[config.mk]
export PLATFORM = sky130hd
export DESIGN_NAME = serial_paralelo_rx
export DESIGN_NICKNAME = d
export VERILOG_FILES = /design/src/rtl/serial_paralelo_rx_pkg.sv /design/src/rtl/serial_paralelo_rx_comma_detector.sv /design/src/rtl/serial_paralelo_rx.sv
export SDC_FILE = /design/constraint.sdc
export NUM_CORES = 1
export LEC_CHECK = 0
export CORE_MARGIN = 1
export CORE_UTILIZATION = 30
export DETAILED_ROUTE_END_ITERATION = 10
export GPL_TIMING_DRIVEN = 0
export PLACE_DENSITY = 0.52
export SLEW_MARGIN = 10
export SYNTH_ARGS = -nofsm -noshare
export SYNTH_HDL_FRONTEND = slang
export SYNTH_HIERARCHICAL = 1
export SYNTH_SLANG_ARGS = --single-unit
[constraint.sdc]
create_clock -name clk_32f -period 2.5 [get_ports clk_32f]
set_input_delay 0.25 -clock clk_32f [delete_from_list [all_inputs] [get_ports clk_32f]]
set_output_delay 0.25 -clock clk_32f [all_outputs]
set_load 0.05 [all_outputs]
[src/rtl/serial_paralelo_rx_pkg.sv]
// rtl/serial_paralelo_rx_pkg.sv - link symbols and receive FSM state encoding shared with the transmit chain
package serial_paralelo_rx_pkg;

   // Idle/alignment symbol sent by the transmitter whenever it has no valid data
   localparam logic [7:0] COMMA = 8'hBC;

   // Default number of consecutive aligned commas before the link is declared active
   localparam int unsigned LOCK_COUNT_DEFAULT = 4;

   typedef enum logic [1:0] {
      SEARCH  = 2'd0,
      LOCKING = 2'd1,
      ACTIVE  = 2'd2
   } link_state_e;

endpackage

[src/rtl/serial_paralelo_rx_comma_detector.sv]
// rtl/serial_paralelo_rx_comma_detector.sv - serial shift register and comma match on the candidate byte
module serial_paralelo_rx_comma_detector
   import serial_paralelo_rx_pkg::*;
(
   input  logic       clk_32f,
   input  logic       reset,
   input  logic       data_in,
   output logic [7:0] cand_o,
   output logic       is_comma_o
);

   // Only the seven most recent bits are stored: the candidate byte is completed
   // combinationally by the bit currently on the line, so the oldest bit is never read.
   logic [6:0] shift_q;
   logic [6:0] shift_d;

   assign cand_o     = {shift_q, data_in};
   assign is_comma_o = (cand_o == COMMA);
   assign shift_d    = cand_o[6:0];

   // Shift the serial line in MSB first on every bit clock
   always_ff @(posedge clk_32f or negedge reset) begin
      if (!reset) begin
         shift_q <= 7'd0;
      end else begin
         shift_q <= shift_d;
      end
   end

endmodule

[src/rtl/serial_paralelo_rx.sv]
// rtl/serial_paralelo_rx.sv - serial receiver: comma hunt, lock counting and aligned byte strobes
module serial_paralelo_rx
   import serial_paralelo_rx_pkg::*;
#(
   parameter int unsigned LOCK_COUNT = LOCK_COUNT_DEFAULT
) (
   input  logic       clk_32f,
   input  logic       reset,
   input  logic       data_in,
   output logic [7:0] data_000,
   output logic       valid_000,
   output logic       byte_strobe,
   output logic       active,
   output logic       IDLE_OUT
);

   localparam logic [3:0] LOCK_CNT4 = 4'(LOCK_COUNT);

   logic [7:0]  cand;
   logic        is_comma;

   link_state_e state_q, state_d;
   logic [2:0]  bit_cnt_q, bit_cnt_d;
   logic [3:0]  comma_cnt_q, comma_cnt_d;
   logic [7:0]  data_q, data_d;
   logic        valid_q, valid_d;
   logic        strobe_q, strobe_d;
   logic        active_q, active_d;
   logic        idle_q, idle_d;

   serial_paralelo_rx_comma_detector u_comma_detector (
      .clk_32f    (clk_32f),
      .reset      (reset),
      .data_in    (data_in),
      .cand_o     (cand),
      .is_comma_o (is_comma)
   );

   // Next-state and output decisions; bytes are only judged on the 8th bit once aligned
   always_comb begin
      state_d     = state_q;
      bit_cnt_d   = bit_cnt_q;
      comma_cnt_d = comma_cnt_q;
      data_d      = data_q;
      valid_d     = valid_q;
      strobe_d    = 1'b0;
      active_d    = active_q;
      idle_d      = idle_q;
      case (state_q)
         SEARCH: begin
            // Bit-sliding hunt: every cycle is a possible byte boundary
            bit_cnt_d = 3'd0;
            if (is_comma) begin
               comma_cnt_d = 4'd1;
               if (LOCK_CNT4 == 4'd1) begin
                  state_d  = ACTIVE;
                  active_d = 1'b1;
               end else begin
                  state_d = LOCKING;
               end
            end
         end
         LOCKING: begin
            bit_cnt_d = bit_cnt_q + 3'd1;
            if (bit_cnt_q == 3'd7) begin
               if (is_comma) begin
                  comma_cnt_d = comma_cnt_q + 4'd1;
                  if ((comma_cnt_q + 4'd1) == LOCK_CNT4) begin
                     state_d  = ACTIVE;
                     active_d = 1'b1;
                  end
               end else begin
                  // A non-comma here means the earlier match was a false hit inside data
                  comma_cnt_d = 4'd0;
                  state_d     = SEARCH;
               end
            end
         end
         ACTIVE: begin
            // Once active the link never drops; data bytes are not misalignment
            bit_cnt_d = bit_cnt_q + 3'd1;
            if (bit_cnt_q == 3'd7) begin
               strobe_d = 1'b1;
               if (is_comma) begin
                  valid_d = 1'b0;
                  idle_d  = 1'b1;
               end else begin
                  data_d  = cand;
                  valid_d = 1'b1;
                  idle_d  = 1'b0;
               end
            end
         end
         default: begin
            state_d = SEARCH;
         end
      endcase
   end

   // State, counters and registered outputs
   always_ff @(posedge clk_32f or negedge reset) begin
      if (!reset) begin
         state_q     <= SEARCH;
         bit_cnt_q   <= 3'd0;
         comma_cnt_q <= 4'd0;
         data_q      <= 8'h00;
         valid_q     <= 1'b0;
         strobe_q    <= 1'b0;
         active_q    <= 1'b0;
         idle_q      <= 1'b1;
      end else begin
         state_q     <= state_d;
         bit_cnt_q   <= bit_cnt_d;
         comma_cnt_q <= comma_cnt_d;
         data_q      <= data_d;
         valid_q     <= valid_d;
         strobe_q    <= strobe_d;
         active_q    <= active_d;
         idle_q      <= idle_d;
      end
   end

   assign data_000    = data_q;
   assign valid_000   = valid_q;
   assign byte_strobe = strobe_q;
   assign active      = active_q;
   assign IDLE_OUT    = idle_q;

endmodule

== Yosys cells after proc, flatten, opt, wreduce, memory -nomap -nowiden ==
Cells that the tools add are included.
Word-level totals
  register bits: 28
  output and inout port bits: 12
  word-level logic and storage cells: 44
Cells by class
  reductions and logical operators: 9
  equal/unequal tests: 8
  $add $sub $neg: 2
  bitwise operators: 2
  multiplexer cells: 14
Operators with widths (count)
  4-bit two-way mux: 3
  8-bit == test (second input constant): 1
  2-bit two-way mux: 4
  4-bit case mux with 2 select lines: 1
  4-bit AND reduction: 2
  2-bit case mux with 3 select lines: 1
  3-bit case mux with 2 select lines: 1
  3-bit AND reduction: 2
  4-bit by 1-bit adder with 4-bit output (second input constant): 1
  4-bit by 3-bit == test with 1-bit output (second input constant): 1
  1-bit two-way mux: 4
  2-bit inequality test (second input constant): 2
  2-bit nonzero test: 2
  3-bit by 1-bit adder with 3-bit output (second input constant): 1
  3-bit == test (second input constant): 1
  3-bit inequality test (second input constant): 1
  2-bit by 1-bit == test with 1-bit output (second input constant): 1
  2-bit == test (second input constant): 1
  2-bit zero test: 1
  1-bit NOT: 2
  2-bit AND reduction: 1
  2-bit OR reduction: 1

== Logic depth before layout (Yosys ltp) ==
Gate-level depths: netlist of the first run.
  word-level depth: 6
  depth in mapped cells: 7
  gate-level depth less buffers: 6

== Hierarchy ==
The synthesis of the first run kept the hierarchy.
By module, submodules not included
  serial_paralelo_rx: seq. area each 526.8 um2, instances 1, cells an instance 105, area an instance 1126.1 um2
  serial_paralelo_rx_comma_detector: seq. area each 175.2 um2, instances 1, cells an instance 11, area an instance 207.7 um2

== Least setup slack after synthesis of the first run ==
Ideal clock, no wire load.
  path type: register -> register
  start point: reg state_q[0]
  end point: reg data_q[0], in the netlist data_000[0]
  stages on the path, launching flop included: 7
  arrival time: 1.455 ns
  path slack: 0.920 ns
  clock period less this slack: 1.580 ns
  required time: 2.375 ns
  cells stage by stage: dfrtp_1 > inv_1 > ha_1 > nand2_1 > or2_1 > buf_6 > mux2_4
Between the ends
  word-level cells in the longest chain between the ends: 2
RTL lines
  from (decl): line serial_paralelo_rx.sv:22  | link_state_e state_q, state_d;
  from (signal assigned): line serial_paralelo_rx.sv:112  | state_q <= state_d;
  2-bit == test: line serial_paralelo_rx.sv:49  | case (state_q)
  3-bit AND reduction (no line)
  to (signal assigned): line serial_paralelo_rx.sv:115  | data_q <= data_d;
  to (decl): line serial_paralelo_rx.sv:25  | logic [7:0] data_q, data_d;
Every way passes these cells.
A chain may end at the register's enable or synchronous reset.

== Worst setup path in the final report of the first run ==
  start point: reg idle_q, in the netlist IDLE_OUT
  end point: out IDLE_OUT
RTL lines
  from (decl): line serial_paralelo_rx.sv:29  | logic idle_q, idle_d;
  from (signal assigned): line serial_paralelo_rx.sv:119  | idle_q <= idle_d;
  to (decl): line serial_paralelo_rx.sv:14  | output logic IDLE_OUT
No word-level cell between the ends.

==> results.md, run 1 <==
* Status: finished clean
* Post-route minimum period at 1.87 ns
* Pins Over Slew Limit at 0
* Synth area leaders: dfrtp_1 (51%), mux2_4 (9.0%), ha_1 (7.5%), nand2_1 (5.1%), o21ai_0 (3.4%)
* GR Overflow Total at 0
* Hpwl dp at 1690 um
* Post-Syn Area per Cell at 11.5 um2
* Crit path buffers/inverters at 1
* Vias in the first global route at 889
* Kind of end point of the critical path: primary output
* Multi-input gate area at 577 um2
* Hold Crit Class: register to register
* Iter 0 DRT Violations at 48
* Area share of the leading cell type in the synthesized netlist at 50.7%
* Crit-path max FO at 2
* CTS tree: done
* Post-Place Worst Slack at 0.531 ns
* CP Cell Sequence: clkdlybuf4s50_1
* # clock sinks at 28
* Sw power at 0.202 mW
* Fill cell count at 412
* Synth Area in Adders at 7.50%
* Synth async-reset ratio at 100%
* TritonRoute pass-1 iters at 4
* Synth-to-layout area growth at 20.9%
* Clock slew at reported path FFs at 0.10 ns
* Synth Cell Area at 0.00133 mm2
* Worst EP arrival at 1.62 ns
* Top Ports at 15
* Largest area contributor in the netlist: dfrtp_1
* Port bufs at 14
* Die width at 68.7 um
* Initial core utilization at 32.2%
* Total core area at 0.00414 mm2
* CTS H-tree depth at 1
* Worst clock skew at 0.00390 ns
* Largest net degree at the start of global routing at 29
* Cells after Synth at 116
* Tot GR Track Use at 11.9%
* XOR/XNOR Fraction of Synth Area at 0.657%
* Simple-gate share of the synthesized area at 14.0%
* Share of cells above drive strength 1 at 16.3%
* CP startpoint kind: register
* Largest delay share family, worst path: buffers and inverters
* Post-synthesis sequential area ratio at 52.6%
* Final Total Pwr at 0.907 mW
* Via count at 897
* WL final at 2410 um
* Vias per cell at 4.85
* Post-synth EDFFs at 0
* Top post-synthesis cells by count: dfrtp_1 (27), nand2_1 (18), o21ai_0 (9), ha_1 (8), mux2_4 (8)
* Worst slew margin at 57.9%
* Netlist cell types at 33
* Hold Vio Cnt, Final at 0
* Combinational family with the most area after synthesis: simple AND/OR/NAND/NOR gates
* Initial antenna violation count at 0
* Sw Share at 22.2%
* Measured slew at the worst slew-check pin at 0.632 ns
* Cts bufs inserted at 3
* VDD IR-drop max at 371 uV
* RSZ-0062 raised after global routing: false
* Internal power at 0.705 mW
* Total Neg Setup Slack at 0 ns
* Final setup vio count at 0
* CP Class: register to primary output
* GPL Wtd Cong at 0.843
* Yosys warnings at 6
* Die area at 0.00472 mm2
* Remaining antenna violation count at 0
* Clock root cell: clkbuf_8
* Clock power frac at 40.1%
* First-pass GRT wire length at 4090 um
* DR WL/cell at 13.0 um
* Comb power frac at 7.5%
* Final Cycle Share at 74.8%
* Final core occ at 38.9%
* Final nets at 147
* Net Count, Synth at 127
* Req. time, crit path at 2.25 ns
* Synth Flop Type: dfrtp_1
* P_leak at 0.749 nW
* Post-synthesis mux area share at 9.85%
* Slowest cell on the critical path: clkdlybuf4s50_1
* ANT cells at 0
* Sequential share of power at 52.4%
* Num rows at 23
* Final WS setup at 0.630 ns
* FF/Latch Area at 702 um2
* P per Cell Area at 562 mW/mm2
* Max Cap Viol at 0
* Drc violations at 0
* Top-count cell post-synth: dfrtp_1
* Compound-cell area share of the yosys netlist at 11.3%
* Clock insertion delay at the later pin of the skew report at 0.28 ns
* Synthesis-stage register bit count at 28
* Max Clk Rate at 0.535 GHz
* Die height at 68.7 um
* CTS Buffer Depth at 2
* Slowest stage delay, CP at 0.80 ns
[layout by cell type, fill, tap and decap left out, types with 2 or more instances in the layout]
master | Yosys | final
a21oi_1 | 3 | 3
buf_4 | 2 | 2
o22ai_1 | 2 | 2
clkdlybuf4s50_1 | 0 | 13
nor2b_1 | 3 | 3
nor2_1 | 4 | 4
ha_1 | 8 | 8
dfrtp_1 | 27 | 27
buf_2 | 2 | 3
mux2_4 | 8 | 8
clkbuf_8 | 0 | 3
nand2_1 | 18 | 18
a22o_1 | 2 | 2
nand3_1 | 2 | 2
nand2b_1 | 2 | 2
nor3b_1 | 2 | 2
inv_1 | 5 | 5
o21ai_0 | 9 | 9
[power by group through the flow]
stage / registers [mW] / clock network (mW) / logic, mW
finish: 0.475 / 0.363 / 0.0684
detailed placement: 0.484 / 0 / 0.0680
global placement: 0.484 / 0 / 0.0683
global route: 0.477 / 0.393 / 0.0790
CTS: 0.475 / 0.377 / 0.0696
floorplan: 0.488 / 0 / 0.0377
[layer usage]
metal,up-vias,share of wire (%),global-route usage (%)
met5,-,0,0
met4,0,2.1,3.91
met3,6,3.9,3.95
met2,20,47,19.6
met1,435,47,14.5
li1,436,-,-
[kinds of logic (layout without fill, tap and decap cells)]
logic type,Yosys count,in the layout
AND/OR/NAND/NOR,37,37
multiplexers,9,9
buffers and inverters,10,29
XOR/XNOR,1,1
AO/OA/AOI/OAI,23,23
flip-flops,28,28
adder cells (fa/ha/maj),8,8
[path summary, 6_finish.rpt]
kind	end	cells after the start	start	slack [ns]
worst max register to register	data_000[0]	6	state_q[0]	0.72
max in group asynchronous	u_comma_detector/shift_q[2]	2	reset	1.57
worst min register to register	u_comma_detector/shift_q[5]	0	u_comma_detector/shift_q[4]	0.42
min in group asynchronous	data_000[1]	2	reset	0.52
worst max-delay path	IDLE_OUT	1	IDLE_OUT	0.63
worst min-delay path	u_comma_detector/shift_q[5]	0	u_comma_detector/shift_q[4]	0.42
[timing repair]
item                                   CTS  global route
setup buffers                            0             0
setup endpoints to repair                0             0
gates resized for setup                  0             0
hold buffers                             1             0
endpoints found under the hold margin    5             0
[registers in the layout, summed over array words and instances, names as in the netlist]
signal	count
data_000	8
IDLE_OUT	1
byte_strobe	1
bit_cnt_q	3
active	1
state_q	2
valid_000	1
comma_cnt_q	4
u_comma_detector/shift_q	7
[metrics by stage]
step	area (um2)	instances	hold WS [ns]
after floorplan	1330	116	-0.0456
after global placement	1540	180	0.392
after detailed placement	1530	180	0.316
after CTS	1610	185	0.423
after global routing	1610	185	0.432
final	1610	185	0.416
[area by class of cell]
cell class,instances,area share [%]
clock inverters,1,1.86
repair buffers,15,9.00
flip-flops and latches,28,43.5
well taps,50,3.88
clock buffers,3,2.56
multi-input cells,78,35.8
inverters,5,1.16
plain buffers,5,2.25
(Power assumes the default switching activity.)
==> inputs of run 2 (changes only) <==
clock period = 1.95 ns   (was 2.5 ns; I/O delays follow)
==> run 2 against run 1 <==
  * Clock power up 28%
  * Register-to-register slack got worse by 0.55 ns
  * Count of clock-buffer cells in the layout unchanged
  * Clock skew about the same
  * Via count stayed put
  * Combinational power rose by 29%
==> results.md, run 2 (synthesis results as in run 1) <==
* Tot GR Track Use at 11.9%
* Vias in the first global route at 889
* Register-to-Register Path Depth at 6
* Top Ports at 15
* GR Overflow Total at 0
* Most frequent cells in the layout: dfrtp_1 (27), nand2_1 (18), clkdlybuf4s50_1 (13)
* Final Cycle Share at 93.1%
* Total core area at 0.00414 mm2
* WL final at 2410 um
* Die width at 68.7 um
* Largest delay share family, worst path: buffers and inverters
* First-pass GRT wire length at 4090 um
* Fill cell count at 412
* Hold Vio Cnt, Final at 0
* Clock root cell: clkbuf_8
* Inst Count DP at 180
* CTS Buffer Depth at 2
* CP endpoint: IDLE_OUT
* Design area at 0.00161 mm2
* Port bufs at 14
* GR peak layer: met2
* Measured slew at the worst slew-check pin at 0.633 ns
* Vias per cell at 4.85
* Fin cells at 185
* Initial core utilization at 32.2%
* Status: finished clean
* Global Route met2 Usage at 19.6%
* Commonest non-fill, non-tap cell in the layout: dfrtp_1
* Die height at 68.7 um
* Crit-path max FO at 2
* R2r endpoint: data_000[0]
* Num rows at 23
* RSZ-0062 raised after global routing: false
* Kind of end point of the critical path: primary output
* Slowest stage delay, CP at 0.80 ns
* CP Cell Sequence: clkdlybuf4s50_1
* R2R Setup Slk at 0.17 ns
* ANT cells at 0
* Remaining antenna violation count at 0
* Cell depth of the worst setup path at 1
* Post-route minimum period at 1.81 ns
* VDD IR-drop max at 476 uV
* Worst slew margin at 57.8%
* Total Neg Setup Slack at 0 ns
* Clock slew at reported path FFs at 0.10 ns
* Die area at 0.00472 mm2
* CTS H-tree depth at 1
* Post-Place Worst Slack at 0.0363 ns
* Hpwl dp at 1690 um
* Worst EP arrival at 1.62 ns
* Pins Over Slew Limit at 0
* GR Util met3 at 3.95%
* Met1 usage at 14.5%
* Worst setup path startpoint: IDLE_OUT
* Clock insertion delay at the later pin of the skew report at 0.28 ns
* CP Class: register to primary output
* Hold Crit Class: register to register
* Slowest cell on the critical path: clkdlybuf4s50_1
* TritonRoute pass-1 iters at 4
* Cts bufs inserted at 3
* Final nets at 147
* Final setup vio count at 0
* Share of cells above drive strength 1 at 16.3%
* GPL Wtd Cong at 0.843
* Worst r2r src: state_q[0]
* CP startpoint kind: register
* Drc violations at 0
* P_leak at 0.749 nW
* Req. time, crit path at 1.75 ns
* Worst hold stages at 0
* Iter 0 DRT Violations at 56
* # clock sinks at 28
* Final WS setup at 0.135 ns
* Max Clk Rate at 0.551 GHz
* Crit path buffers/inverters at 1
* P per Cell Area at 721 mW/mm2
* DR WL/cell at 13.0 um
* Worst clock skew at 0.00391 ns
* Max Cap Viol at 0
* Largest net degree at the start of global routing at 29
* Synth-to-layout area growth at 20.9%
* Initial antenna violation count at 0
* CTS tree: done
* Dpl cell area at 0.00153 mm2
* Post-CTS Setup Inserts at 0
* Via count at 897
* Largest register FFs at 8
-- run 2: routing by layer --
metal,share of wire [%],up-vias
li1,-,436
met4,2.1,0
met1,47,435
met5,0,-
met2,47,20
met3,3.9,6
-- run 2: worst min-delay path by stage --
stage                                           start                           to
after global placement    u_comma_detector/shift_q[1]  u_comma_detector/shift_q[2]
after floorplan                                 reset                       active
after CTS                 u_comma_detector/shift_q[1]  u_comma_detector/shift_q[2]
final                     u_comma_detector/shift_q[4]  u_comma_detector/shift_q[5]
after global routing                          data_in  u_comma_detector/shift_q[0]
after detailed placement                        reset                  data_000[1]
-- run 2: timing repair --
item                                    CTS  global route
endpoints found under the setup margin    0             1
gates resized for setup                   0             1
hold buffers                              1             0
hold endpoints to repair                 27             0
-- run 2: layout make-up --
type                    count  area [um2]  area share (%)
well taps                  50        62.6            3.88
multi-input cells          78         577            35.8
clock inverters             1        30.0            1.86
clock buffers               3        41.3            2.56
plain buffers               5        36.3            2.25
flip-flops and latches     28         702            43.5
repair buffers             15         145            9.00
inverters                   5        18.8            1.16
-- run 2: report_power, final --
part	switching [mW]	internal [mW]
clock network	0.191	0.275
logic	0.0554	0.0327
registers	0.0126	0.596
total	0.259	0.904
-- run 2: stage by stage --
stage / power (mW) / utilization, % / hold WS, ns
3_3_place_gp: 0.708 / 37.1 / 0.392
6_report: 1.16 / 38.9 / 0.416
2_1_floorplan: 0.673 / - / -0.101
5_1_grt: 1.22 / 38.9 / 0.416
4_1_cts: 1.18 / 38.9 / 0.423
3_5_place_dp: 0.708 / 37.0 / 0.261
-- run 2: worst reg2reg max path: cells and delay by family (launching register included) --
family / cells / cell delay, ns
adders and majority gates: 1 / 0.26
buffers and inverters: 2 / 0.29
DFF: 1 / 0.43
muxes: 1 / 0.30
and+or+nand+nor: 2 / 0.39
